`src/rtl/ps2_key_rx_if.sv`:
```
// rtl/ps2_key_rx_if.sv - PS/2 pin and key-event bundle between connector side and ps2_key_rx
interface ps2_key_rx_if;
    logic        ps2_clk;
    logic        ps2_data;
    logic [10:0] ps2_key;
    logic        frame_err;
    logic        busy;

    modport master (
        output ps2_clk,
        output ps2_data,
        input  ps2_key,
        input  frame_err,
        input  busy
    );

    modport slave (
        input  ps2_clk,
        input  ps2_data,
        output ps2_key,
        output frame_err,
        output busy
    );
endinterface

```
`src/rtl/ps2_key_rx.sv`:
```
// rtl/ps2_key_rx.sv - PS/2 keyboard receiver producing the 11-bit ps2_key event word
// Optional build macro: PS2_KEY_PARITY_EN (reject frames with bad odd parity).
module ps2_key_rx #(
    parameter int          FILTER  = 8,
    parameter logic [15:0] TIMEOUT = 16'd50000
) (
    input  logic         clk_sys,
    input  logic         reset_n,
    ps2_key_rx_if.slave  bus
);

    localparam int FW = $clog2(FILTER + 1);

    typedef enum logic [1:0] {
        S_IDLE,
        S_DATA,
        S_PARITY,
        S_STOP
    } state_t;

    state_t      r_state;
    state_t      w_state_nx;

    logic        r_clk_s1;
    logic        r_clk_s2;
    logic        r_dat_s1;
    logic        r_dat_s2;
    logic        r_fclk;
    logic [FW-1:0] r_filt_cnt;
    logic        r_strobe;
    logic        r_sample;

    logic [2:0]  r_bit_cnt;
    logic [7:0]  r_shift;
    logic [15:0] r_to_cnt;
    logic        r_ext_f;
    logic        r_rel_f;
    logic [10:0] r_key;
    logic        r_err;

    logic        w_filt_done;
    logic        w_fclk_fall;
    logic        w_frame_done;
    logic        w_timeout;
    logic        w_parity_ok;
    logic        w_accept;
    logic        w_reject;

    // Filtered clock flips only after the synchronised level has differed for FILTER cycles
    assign w_filt_done = (r_clk_s2 != r_fclk) && (r_filt_cnt == FW'(FILTER - 1));
    assign w_fclk_fall = w_filt_done && r_fclk;

    always_ff @(posedge clk_sys or negedge reset_n) begin
        if (!reset_n) begin
            r_clk_s1   <= 1'b1;
            r_clk_s2   <= 1'b1;
            r_dat_s1   <= 1'b1;
            r_dat_s2   <= 1'b1;
            r_fclk     <= 1'b1;
            r_filt_cnt <= '0;
            r_strobe   <= 1'b0;
            r_sample   <= 1'b1;
        end else begin
            r_clk_s1 <= bus.ps2_clk;
            r_clk_s2 <= r_clk_s1;
            r_dat_s1 <= bus.ps2_data;
            r_dat_s2 <= r_dat_s1;
            r_strobe <= w_fclk_fall;
            if (w_fclk_fall) begin
                r_sample <= r_dat_s2;
            end
            if (r_clk_s2 == r_fclk) begin
                r_filt_cnt <= '0;
            end else if (w_filt_done) begin
                r_fclk     <= r_clk_s2;
                r_filt_cnt <= '0;
            end else begin
                r_filt_cnt <= r_filt_cnt + FW'(1);
            end
        end
    end

    always_ff @(posedge clk_sys or negedge reset_n) begin
        if (!reset_n) begin
            r_state <= S_IDLE;
        end else begin
            r_state <= w_state_nx;
        end
    end

    always_comb begin
        w_state_nx   = r_state;
        w_frame_done = 1'b0;
        w_timeout    = 1'b0;
        case (r_state)
            S_IDLE: begin
                if (r_strobe && !r_sample) begin
                    w_state_nx = S_DATA;
                end
            end
            S_DATA: begin
                if (r_strobe && (r_bit_cnt == 3'd7)) begin
                    w_state_nx = S_PARITY;
                end
            end
            S_PARITY: begin
                if (r_strobe) begin
                    w_state_nx = S_STOP;
                end
            end
            S_STOP: begin
                if (r_strobe) begin
                    w_state_nx   = S_IDLE;
                    w_frame_done = 1'b1;
                end
            end
            default: w_state_nx = S_IDLE;
        endcase
        if ((r_state != S_IDLE) && !r_strobe && (r_to_cnt == TIMEOUT - 16'd1)) begin
            w_timeout  = 1'b1;
            w_state_nx = S_IDLE;
        end
    end

`ifdef PS2_KEY_PARITY_EN
    logic r_par;

    always_ff @(posedge clk_sys or negedge reset_n) begin
        if (!reset_n) begin
            r_par <= 1'b0;
        end else if (r_strobe && (r_state == S_PARITY)) begin
            r_par <= r_sample;
        end
    end

    assign w_parity_ok = ^{r_shift, r_par};
`else
    assign w_parity_ok = 1'b1;
`endif

    // r_sample holds the stop bit while in S_STOP
    assign w_accept = w_frame_done && r_sample && w_parity_ok;
    assign w_reject = (w_frame_done && !w_accept) || w_timeout;

    always_ff @(posedge clk_sys or negedge reset_n) begin
        if (!reset_n) begin
            r_bit_cnt <= 3'd0;
            r_shift   <= 8'h00;
            r_to_cnt  <= 16'd0;
            r_ext_f   <= 1'b0;
            r_rel_f   <= 1'b0;
            r_key     <= 11'h000;
            r_err     <= 1'b0;
        end else begin
            r_err <= w_reject;

            if (r_strobe) begin
                if (r_state == S_IDLE) begin
                    r_bit_cnt <= 3'd0;
                end else if (r_state == S_DATA) begin
                    r_shift   <= {r_sample, r_shift[7:1]};
                    r_bit_cnt <= r_bit_cnt + 3'd1;
                end
            end

            if ((r_state == S_IDLE) || (w_state_nx == S_IDLE) || r_strobe) begin
                r_to_cnt <= 16'd0;
            end else begin
                r_to_cnt <= r_to_cnt + 16'd1;
            end

            if (w_reject) begin
                r_ext_f <= 1'b0;
                r_rel_f <= 1'b0;
            end else if (w_accept) begin
                case (r_shift)
                    8'hE0: r_ext_f <= 1'b1;
                    8'hF0: r_rel_f <= 1'b1;
                    8'hE1: begin
                    end
                    default: begin
                        r_key   <= {~r_key[10], ~r_rel_f, r_ext_f, r_shift};
                        r_ext_f <= 1'b0;
                        r_rel_f <= 1'b0;
                    end
                endcase
            end
        end
    end

    assign bus.ps2_key   = r_key;
    assign bus.frame_err = r_err;
    assign bus.busy      = (r_state != S_IDLE);

endmodule
```
`src/flat_wrapper.sv`:
```
// flat-port wrapper written by rule: the top's interface ports become plain ports
module ps2_key_rx_flat 
#(
    parameter int          FILTER  = 8,
    parameter logic [15:0] TIMEOUT = 16'd50000
)
  (clk_sys, reset_n, bus_ps2_clk, bus_ps2_data, bus_ps2_key, bus_frame_err, bus_busy);
  ps2_key_rx_if bus_i ();
  input  logic clk_sys;
  input  logic reset_n;
  input wire logic [$bits(bus_i.ps2_clk)-1:0] bus_ps2_clk;
  input wire logic [$bits(bus_i.ps2_data)-1:0] bus_ps2_data;
  output wire logic [$bits(bus_i.ps2_key)-1:0] bus_ps2_key;
  output wire logic [$bits(bus_i.frame_err)-1:0] bus_frame_err;
  output wire logic [$bits(bus_i.busy)-1:0] bus_busy;
  assign bus_i.ps2_clk = bus_ps2_clk;
  assign bus_i.ps2_data = bus_ps2_data;
  assign bus_ps2_key = bus_i.ps2_key;
  assign bus_frame_err = bus_i.frame_err;
  assign bus_busy = bus_i.busy;
  ps2_key_rx #(.FILTER(FILTER), .TIMEOUT(TIMEOUT)) u_core (.clk_sys(clk_sys), .reset_n(reset_n), .bus(bus_i));
endmodule
```
`config.mk`:
```
export PLATFORM = sky130hd
export DESIGN_NAME = ps2_key_rx_flat
export DESIGN_NICKNAME = d
export VERILOG_FILES = /design/src/rtl/ps2_key_rx_if.sv /design/src/rtl/ps2_key_rx.sv /design/src/flat_wrapper.sv
export SDC_FILE = /design/constraint.sdc
export NUM_CORES = 1
export LEC_CHECK = 0
export BUFFER_PORTS_ARGS = -buffer_cell sky130_fd_sc_hd__buf_2
export CORE_MARGIN = 2
export CORE_UTILIZATION = 55
export CTS_BUF_LIST = sky130_fd_sc_hd__clkbuf_4 sky130_fd_sc_hd__clkbuf_8
export DETAILED_ROUTE_END_ITERATION = 10
export GPL_ROUTABILITY_DRIVEN = 0
export PLACE_DENSITY = 0.78
export RECOVER_POWER = 50
export SLEW_MARGIN = 20
export SYNTH_ARGS = -nofsm -noshare
export SYNTH_HDL_FRONTEND = slang
export SYNTH_SLANG_ARGS = --single-unit
```
`constraint.sdc`:
```
create_clock -name clk_sys -period 2.03 [get_ports clk_sys]
set_input_delay 0.203 -clock clk_sys [delete_from_list [all_inputs] [get_ports clk_sys]]
set_output_delay 0.203 -clock clk_sys [all_outputs]
set_load 0.01 [all_outputs]
```
==> results of run 1 <==
worst max-delay path, cell delays in order, from the launching register on:
cell      delay (ns)
dfrtp_1         0.42
or4b_1          0.52
or4_4           0.57
nor3_4          0.21
o21bai_1        0.15
through the flow:
step / hold WS [ns] / instances / total power [uW] / area, um^2 / util, %
floorplan: -0.0926 / 197 / 1230 / 2320 / -
global placement: 0.308 / 269 / 1270 / 2510 / 62.4
detailed placement: 0.310 / 269 / 1280 / 2510 / 62.4
CTS: 0.0198 / 279 / 1880 / 2630 / 65.2
global route: 0.363 / 279 / 1940 / 2640 / 65.4
finish: 0.249 / 279 / 1850 / 2640 / 65.4
cell type report:
cell class	count	area (um^2)	area share, %
Sequential cell	54	1360	51.6
Multi-Input combinational cell	134	928	35.2
Timing Repair Buffer	28	173	6.55
Clock buffer	5	68.8	2.61
Tap cell	50	62.6	2.37
Clock inverter	3	25.0	0.950
Inverter	5	18.8	0.712
worst min path at each step:
stage,startpoint,end,slack (ns)
finish,reset_n,u_core.r_to_cnt[15],0.25
floorplan,reset_n,u_core.bus.frame_err,-0.09
global route,u_core.r_clk_s1,u_core.r_clk_s2,0.36
global placement,bus_ps2_data,u_core.r_dat_s1,0.31
detailed placement,bus_ps2_clk,u_core.r_clk_s1,0.31
CTS,reset_n,u_core.bus.ps2_key[1],0.02
layout by cell type (no fill, tap or decap), types with 2 or more instances in the layout:
cell type,synthesis,routed
dfrtp_1,48,48
nor2_1,27,27
buf_2,1,16
xnor2_1,15,15
mux2_2,15,15
nand2_1,13,13
nor3_1,9,9
buf_4,1,9
nand3_1,7,7
inv_1,5,5
clkbuf_8,0,5
dfstp_2,6,5
a21oi_1,5,4
mux2_1,4,4
ha_1,4,4
nor3b_1,3,3
nand2b_1,3,3
nand4_1,3,3
nor4_1,3,3
o21ai_0,3,3
or4b_1,2,2
xor2_1,2,2
dlygate4sd3_1,0,2
kinds of logic after synthesis:
logic type	synth area share, %
AO/OA/AOI/OAI	3.34
multiplexers	9.63
AND/OR/NAND/NOR	18.0
adder cells (fa/ha/maj)	2.15
flip-flops	58.4
buffers and inverters	1.99
XOR/XNOR	6.41
Yosys cell counts, types with 2 or more instances:
| master | instances |
|---|---|
| o21ai_0 | 3 |
| ha_1 | 4 |
| nor4_1 | 3 |
| nand4_1 | 3 |
| nand3_1 | 7 |
| nor3b_1 | 3 |
| mux2_2 | 15 |
| nor2_1 | 27 |
| inv_1 | 5 |
| mux2_1 | 4 |
| or4b_1 | 2 |
| xnor2_1 | 15 |
| a21oi_1 | 5 |
| dfrtp_1 | 48 |
| xor2_1 | 2 |
| nor3_1 | 9 |
| nand2b_1 | 3 |
| nand2_1 | 13 |
| dfstp_2 | 6 |
timing repair:
| action | 4_1_cts | 5_1_grt |
|---|---|---|
| hold buffers | 2 | 0 |
| hold endpoints to repair | 2 | 0 |
| resized for setup | 0 | 2 |
| setup endpoints to repair | 0 | 12 |
layer usage:
layer / wire length [um] / up-vias / track usage [%]
li1: - / 743 / -
met1: 1830 / 710 / 22.7
met2: 1700 / 16 / 26.0
met3: 93 / 4 / 4.09
met4: 34 / 0 / 4.58
met5: 0 / - / 0
state kept, by name (all words and copies together), names as in the netlist:
name	cells
u_core.r_shift	8
u_core.r_strobe	1
u_core.r_dat_s2	1
u_core.r_rel_f	1
u_core.bus.frame_err	1
u_core.bus.ps2_key	11
u_core.r_ext_f	1
u_core.r_bit_cnt	3
u_core.r_clk_s1	1
u_core.r_clk_s2	1
u_core.r_sample	1
u_core.r_fclk	1
u_core.r_state	2
u_core.r_filt_cnt	4
u_core.r_to_cnt	16
u_core.r_dat_s1	1
report_power, final:
| part | leakage [uW] | switching (uW) | internal (uW) |
|---|---|---|---|
| combinational | 0.000425 | 59.6 | 48.0 |
| sequential | 0.000731 | 27.0 | 1120 |
| clock | 0.0000447 | 342 | 249 |
==> impl_metrics.tcl, run 1 <==
set metrics [dict create \
    start_util_pct 57.7 \
    fillCellCount 306 \
    r2r_cells 4 \
    finalWorstSetupSlack_ns 0.0795 \
    syn_to_final_growth_pct 13.3 \
    track_usage_pct 16.4 \
    wl_per_cell_um 13.1 \
    cts_buffers 5 \
    grt_max_degree 55 \
    r2r_setup_slack_ns 0.08 \
    crit_type "flip-flop to flip-flop" \
    syn_area_per_cell_um2 11.8 \
    r2r-end "u_core.bus.frame_err" \
    cts_sinks 54 \
    worstSkewPairLatency_ns 0.30 \
    n_antenna_cell 0 \
    irDropWorstVdd_uv 607 \
    crit_start "u_core.r_to_cnt[7]" \
    worstSetupStartpointType "flip-flop" \
    grt_pass1_wl_mm 6.42 \
    slew_viol_final 0 \
    wl_mm 3.66 \
    drive_above_1_share_pct 26.2 \
    period_share_pct 96.1 \
    dp_worst_setup_slack_ns 0.0499 \
    drv_cap 0 \
    hold_path.class "input pin to async pin" \
    synth_top_cell_area_share_pct 51.7 \
    ant_nets 0 \
    synth_edf_count 0 \
    fp.dieW_um 69.0 \
    setup_tns_ns 0 \
    cts_setup_buffers 0 \
    p_leak_uw 0.00120 \
    viasPerCell 5.28 \
    ys_seq_area_share_pct 58.4 \
    synth_cell_types 39 \
    clock.fmax_mhz 513 \
    slew_headroom_pct 14.9 \
    syn_nets 205 \
    core_area_um2 4030 \
    finalNetCount 236 \
    setup_viol 0 \
    crit_path_end_kind "flip-flop" \
    path_clk_slew_ns 0.09 \
    antenna_found_initial 0 \
    cts_tree "built" \
    first_pass_iters 4 \
    r2r_start "u_core.r_to_cnt[7]" \
    ios 17 \
    cp_data_arrival_time_ns 2.17 \
    drcViolationCount 0 \
    period_needed_ns 1.95 \
    yosys_warnings 0 \
    rsz0062_at_grt "no" \
    hold_viol 0 \
    clock_skew_ns 0.0133 \
    root_buffer "clkbuf_8" \
    drtIter0Drc 85 \
    dieArea_um2 4760 \
    num_rows 23 \
    fp.dieH_um 69.0 \
    outcome "finished, final reports clean" \
    grt_pass1_vias 1454 \
    num_vias 1473 \
    post-dp-hpwl_mm 2.58 \
    yosys.area.top_type "dfrtp_1" \
    cts_max_path_buffers 2 \
    async_flop_share_pct 100 \
    ys.flop_type "dfrtp_1" \
    syn_inst 197 \
    portBuffers 16 \
    synth_area_leaders "dfrtp_1 52%, mux2_2 7.3%, dfstp_2 6.8%" \
    crit_end "u_core.bus.frame_err" \
    power_density_nw_per_um2 701 \
    critPathMaxFanout 5 \
    worst_slew_pin_slew_ns 1.28 \
    syn_area_um2 2320 \
    cp_data_required_time_ns 2.25 \
    grt_overflow 0 \
    cts-htree-levels 2 \
    synth_seq_cells 54 \
]
Power figures use the tool's default switching activity.
==> run 2, diff against run 1 <==
--- a/config.mk
+++ b/config.mk
@@ -5,13 +5,13 @@
 export SDC_FILE = /design/constraint.sdc
 export NUM_CORES = 1
 export LEC_CHECK = 0
-export BUFFER_PORTS_ARGS = -buffer_cell sky130_fd_sc_hd__buf_2
+export BUFFER_PORTS_ARGS = -buffer_cell sky130_fd_sc_hd__buf_4
 export CORE_MARGIN = 2
-export CORE_UTILIZATION = 55
+export CORE_UTILIZATION = 35
 export CTS_BUF_LIST = sky130_fd_sc_hd__clkbuf_4 sky130_fd_sc_hd__clkbuf_8
 export DETAILED_ROUTE_END_ITERATION = 10
 export GPL_ROUTABILITY_DRIVEN = 0
-export PLACE_DENSITY = 0.78
+export PLACE_DENSITY = 0.55
 export RECOVER_POWER = 50
 export SLEW_MARGIN = 20
 export SYNTH_ARGS = -nofsm -noshare
==> run 2 against run 1 <==
Compared with the run above: power increased by 2.3%; utilization decreased by 23 points; cell area increased by 2.3%; register-to-register slack improved by 0.03 ns; first-iteration DRC count decreased by 29%; routed wire length increased by 2.0%; die area increased by 53%; non-clock buffer count decreased by 1; clock skew decreased by 0.0038 ns; critical path type unchanged.
==> impl_metrics.tcl, run 2 (synthesized netlist as in run 1, its figures left out) <==
set metrics [dict create \
    outcome "finished, final reports clean" \
    worst_slew_pin_slew_ns 1.30 \
    grt-busiest-layer "met1" \
    crit_start "u_core.r_to_cnt[11]" \
    antenna_found_initial 0 \
    worstSkewPairLatency_ns 0.31 \
    cts_buffers 5 \
    post-dp-hpwl_mm 2.53 \
    finalPower_uw 1890 \
    core_area_um2 6390 \
    power_density_nw_per_um2 701 \
    drtIter0Drc 60 \
    hold_viol 0 \
    setup_viol 0 \
    fin_cells 305 \
    use_met3_pct 3.18 \
    use_met1_pct 16.9 \
    r2r_setup_slack_ns 0.10 \
    grt_pass1_wl_mm 6.76 \
    syn_to_final_growth_pct 16.0 \
    dp_cells 294 \
    place_area_um2 2570 \
    crit_path_end_kind "flip-flop" \
    drv_cap 0 \
    final_cell_mix "48 x dfrtp_1, 27 x nor2_1, 20 x buf_4, 15 x xnor2_1, 15 x mux2_2" \
    fillCellCount 616 \
    finalNetCount 235 \
    first_pass_iters 5 \
    fp.dieH_um 85.5 \
    cts_max_path_buffers 2 \
    finalInstanceArea_um2 2700 \
    max_stage_delay_ns 0.56 \
    dp_worst_setup_slack_ns 0.0837 \
    grt.met2_usage_pct 16.8 \
    hold_path.class "flip-flop to flip-flop" \
    cp_data_arrival_time_ns 2.12 \
    cp_data_required_time_ns 2.22 \
    track_usage_pct 11.8 \
    period_needed_ns 1.93 \
    cp_cell_sequence "or4b_1 > or4_4 > nand2_2 > nor2_1" \
    worstSetupStartpointType "flip-flop" \
    cts-htree-levels 2 \
    largest-register "u_core.r_to_cnt" \
    finalWorstSetupSlack_ns 0.105 \
    drcViolationCount 0 \
    cp_num_cells 4 \
    ios 17 \
    slew_headroom_pct 13.4 \
    crit_type "flip-flop to flip-flop" \
    r2r-end "u_core.r_to_cnt[14]" \
    final_common_cell "dfrtp_1" \
    period_share_pct 94.8 \
    crit_end "u_core.r_to_cnt[14]" \
    clock.fmax_mhz 519 \
    p_leak_uw 0.00119 \
    r2r_cells 4 \
    slowest_stage "or4_4" \
    fp.dieW_um 85.5 \
    wl_mm 3.73 \
    cts_tree "built" \
    wl_per_cell_um 12.2 \
    slew_viol_final 0 \
    dieArea_um2 7310 \
    grt_overflow 0 \
    clock_skew_ns 0.00949 \
    start_util_pct 36.4 \
    cts_sinks 54 \
    num_vias 1451 \
    path_clk_slew_ns 0.10 \
    r2r_start "u_core.r_to_cnt[11]" \
    path_buf_inv 0 \
    drive_above_1_share_pct 24.6 \
    grt_max_degree 55 \
    path_delay_family "simple AND/OR/NAND/NOR gates" \
    num_rows 29 \
    root_buffer "clkbuf_8" \
    ant_nets 0 \
    rsz0062_at_grt "yes" \
    grt_pass1_vias 1428 \
    viasPerCell 4.76 \
    portBuffers 16 \
    post-route-util_pct 42.2 \
    hp-start "u_core.r_clk_s1" \
    largest_reg_flops 16 \
    n_antenna_cell 0 \
    irDropWorstVdd_uv 327 \
    cts_setup_buffers 0 \
    critPathMaxFanout 14 \
]
[run 2: cell count changes in the layout (fill, tap and decap cells not counted), sizes merged]
cell | previous run | this run
buf | 25 | 20
dlygate4sd3 | 2 | 3
clkbuf | 6 | 10
clkinv | 1 | 0
[run 2: worst register-to-register path, delay by kind of cell (launching register included)]
kind | cells | cell delay, ns
flip-flops | 1 | 0.41
AND/OR/NAND/NOR | 4 | 1.40
[run 2: what timing repair did]
| item | 4_1_cts | 5_1_grt |
|---|---|---|
| gates resized for setup | 0 | 0 |
| endpoints found under the setup margin | 0 | 3 |
| hold buffers | 3 | 0 |
| endpoints found under the hold margin | 50 | 0 |
[run 2: worst min path at each step]
stage / end / cells after the start
final: u_core.r_clk_s2 / 0
after floorplan: u_core.bus.frame_err / 0
after global placement: u_core.r_to_cnt[12] / 1
after CTS: u_core.r_clk_s2 / 0
after detailed placement: u_core.r_to_cnt[14] / 1
after global routing: u_core.r_dat_s2 / 0
[run 2: report_power, final]
| part | leakage (uW) | switching [uW] | internal [uW] |
|---|---|---|---|
| logic | 0.000414 | 55.9 | 48.4 |
| clock network | 0.0000478 | 356 | 281 |
| registers | 0.000731 | 27.0 | 1120 |
[run 2: final cells by class]
cell class / instances / area [um^2] / share of cell area [%]
inverter: 5 / 18.8 / 0.696
timing repair buffer: 27 / 204 / 7.56
sequential: 54 / 1360 / 50.4
multi-input combinational: 134 / 920 / 34.1
tap: 77 / 96.3 / 3.57
clock buffer: 6 / 82.6 / 3.06
clock inverter: 2 / 16.3 / 0.603
[run 2: through the flow]
step                      setup TNS (ns)  hold WS [ns]
final                                  0         0.366
after floorplan                        0       -0.0926
after CTS                              0         0.363
after detailed placement               0         0.292
after global routing            -0.00957         0.369
after global placement                 0         0.296
[run 2: routing by layer]
layer / part of all wire, % / routed length [um] / vias to the layer above
met1: 52 / 1940 / 686
met5: 0 / 0 / -
met3: 2.9 / 108 / 6
met4: 2.1 / 79 / 0
li1: - / - / 739
met2: 43 / 1600 / 20
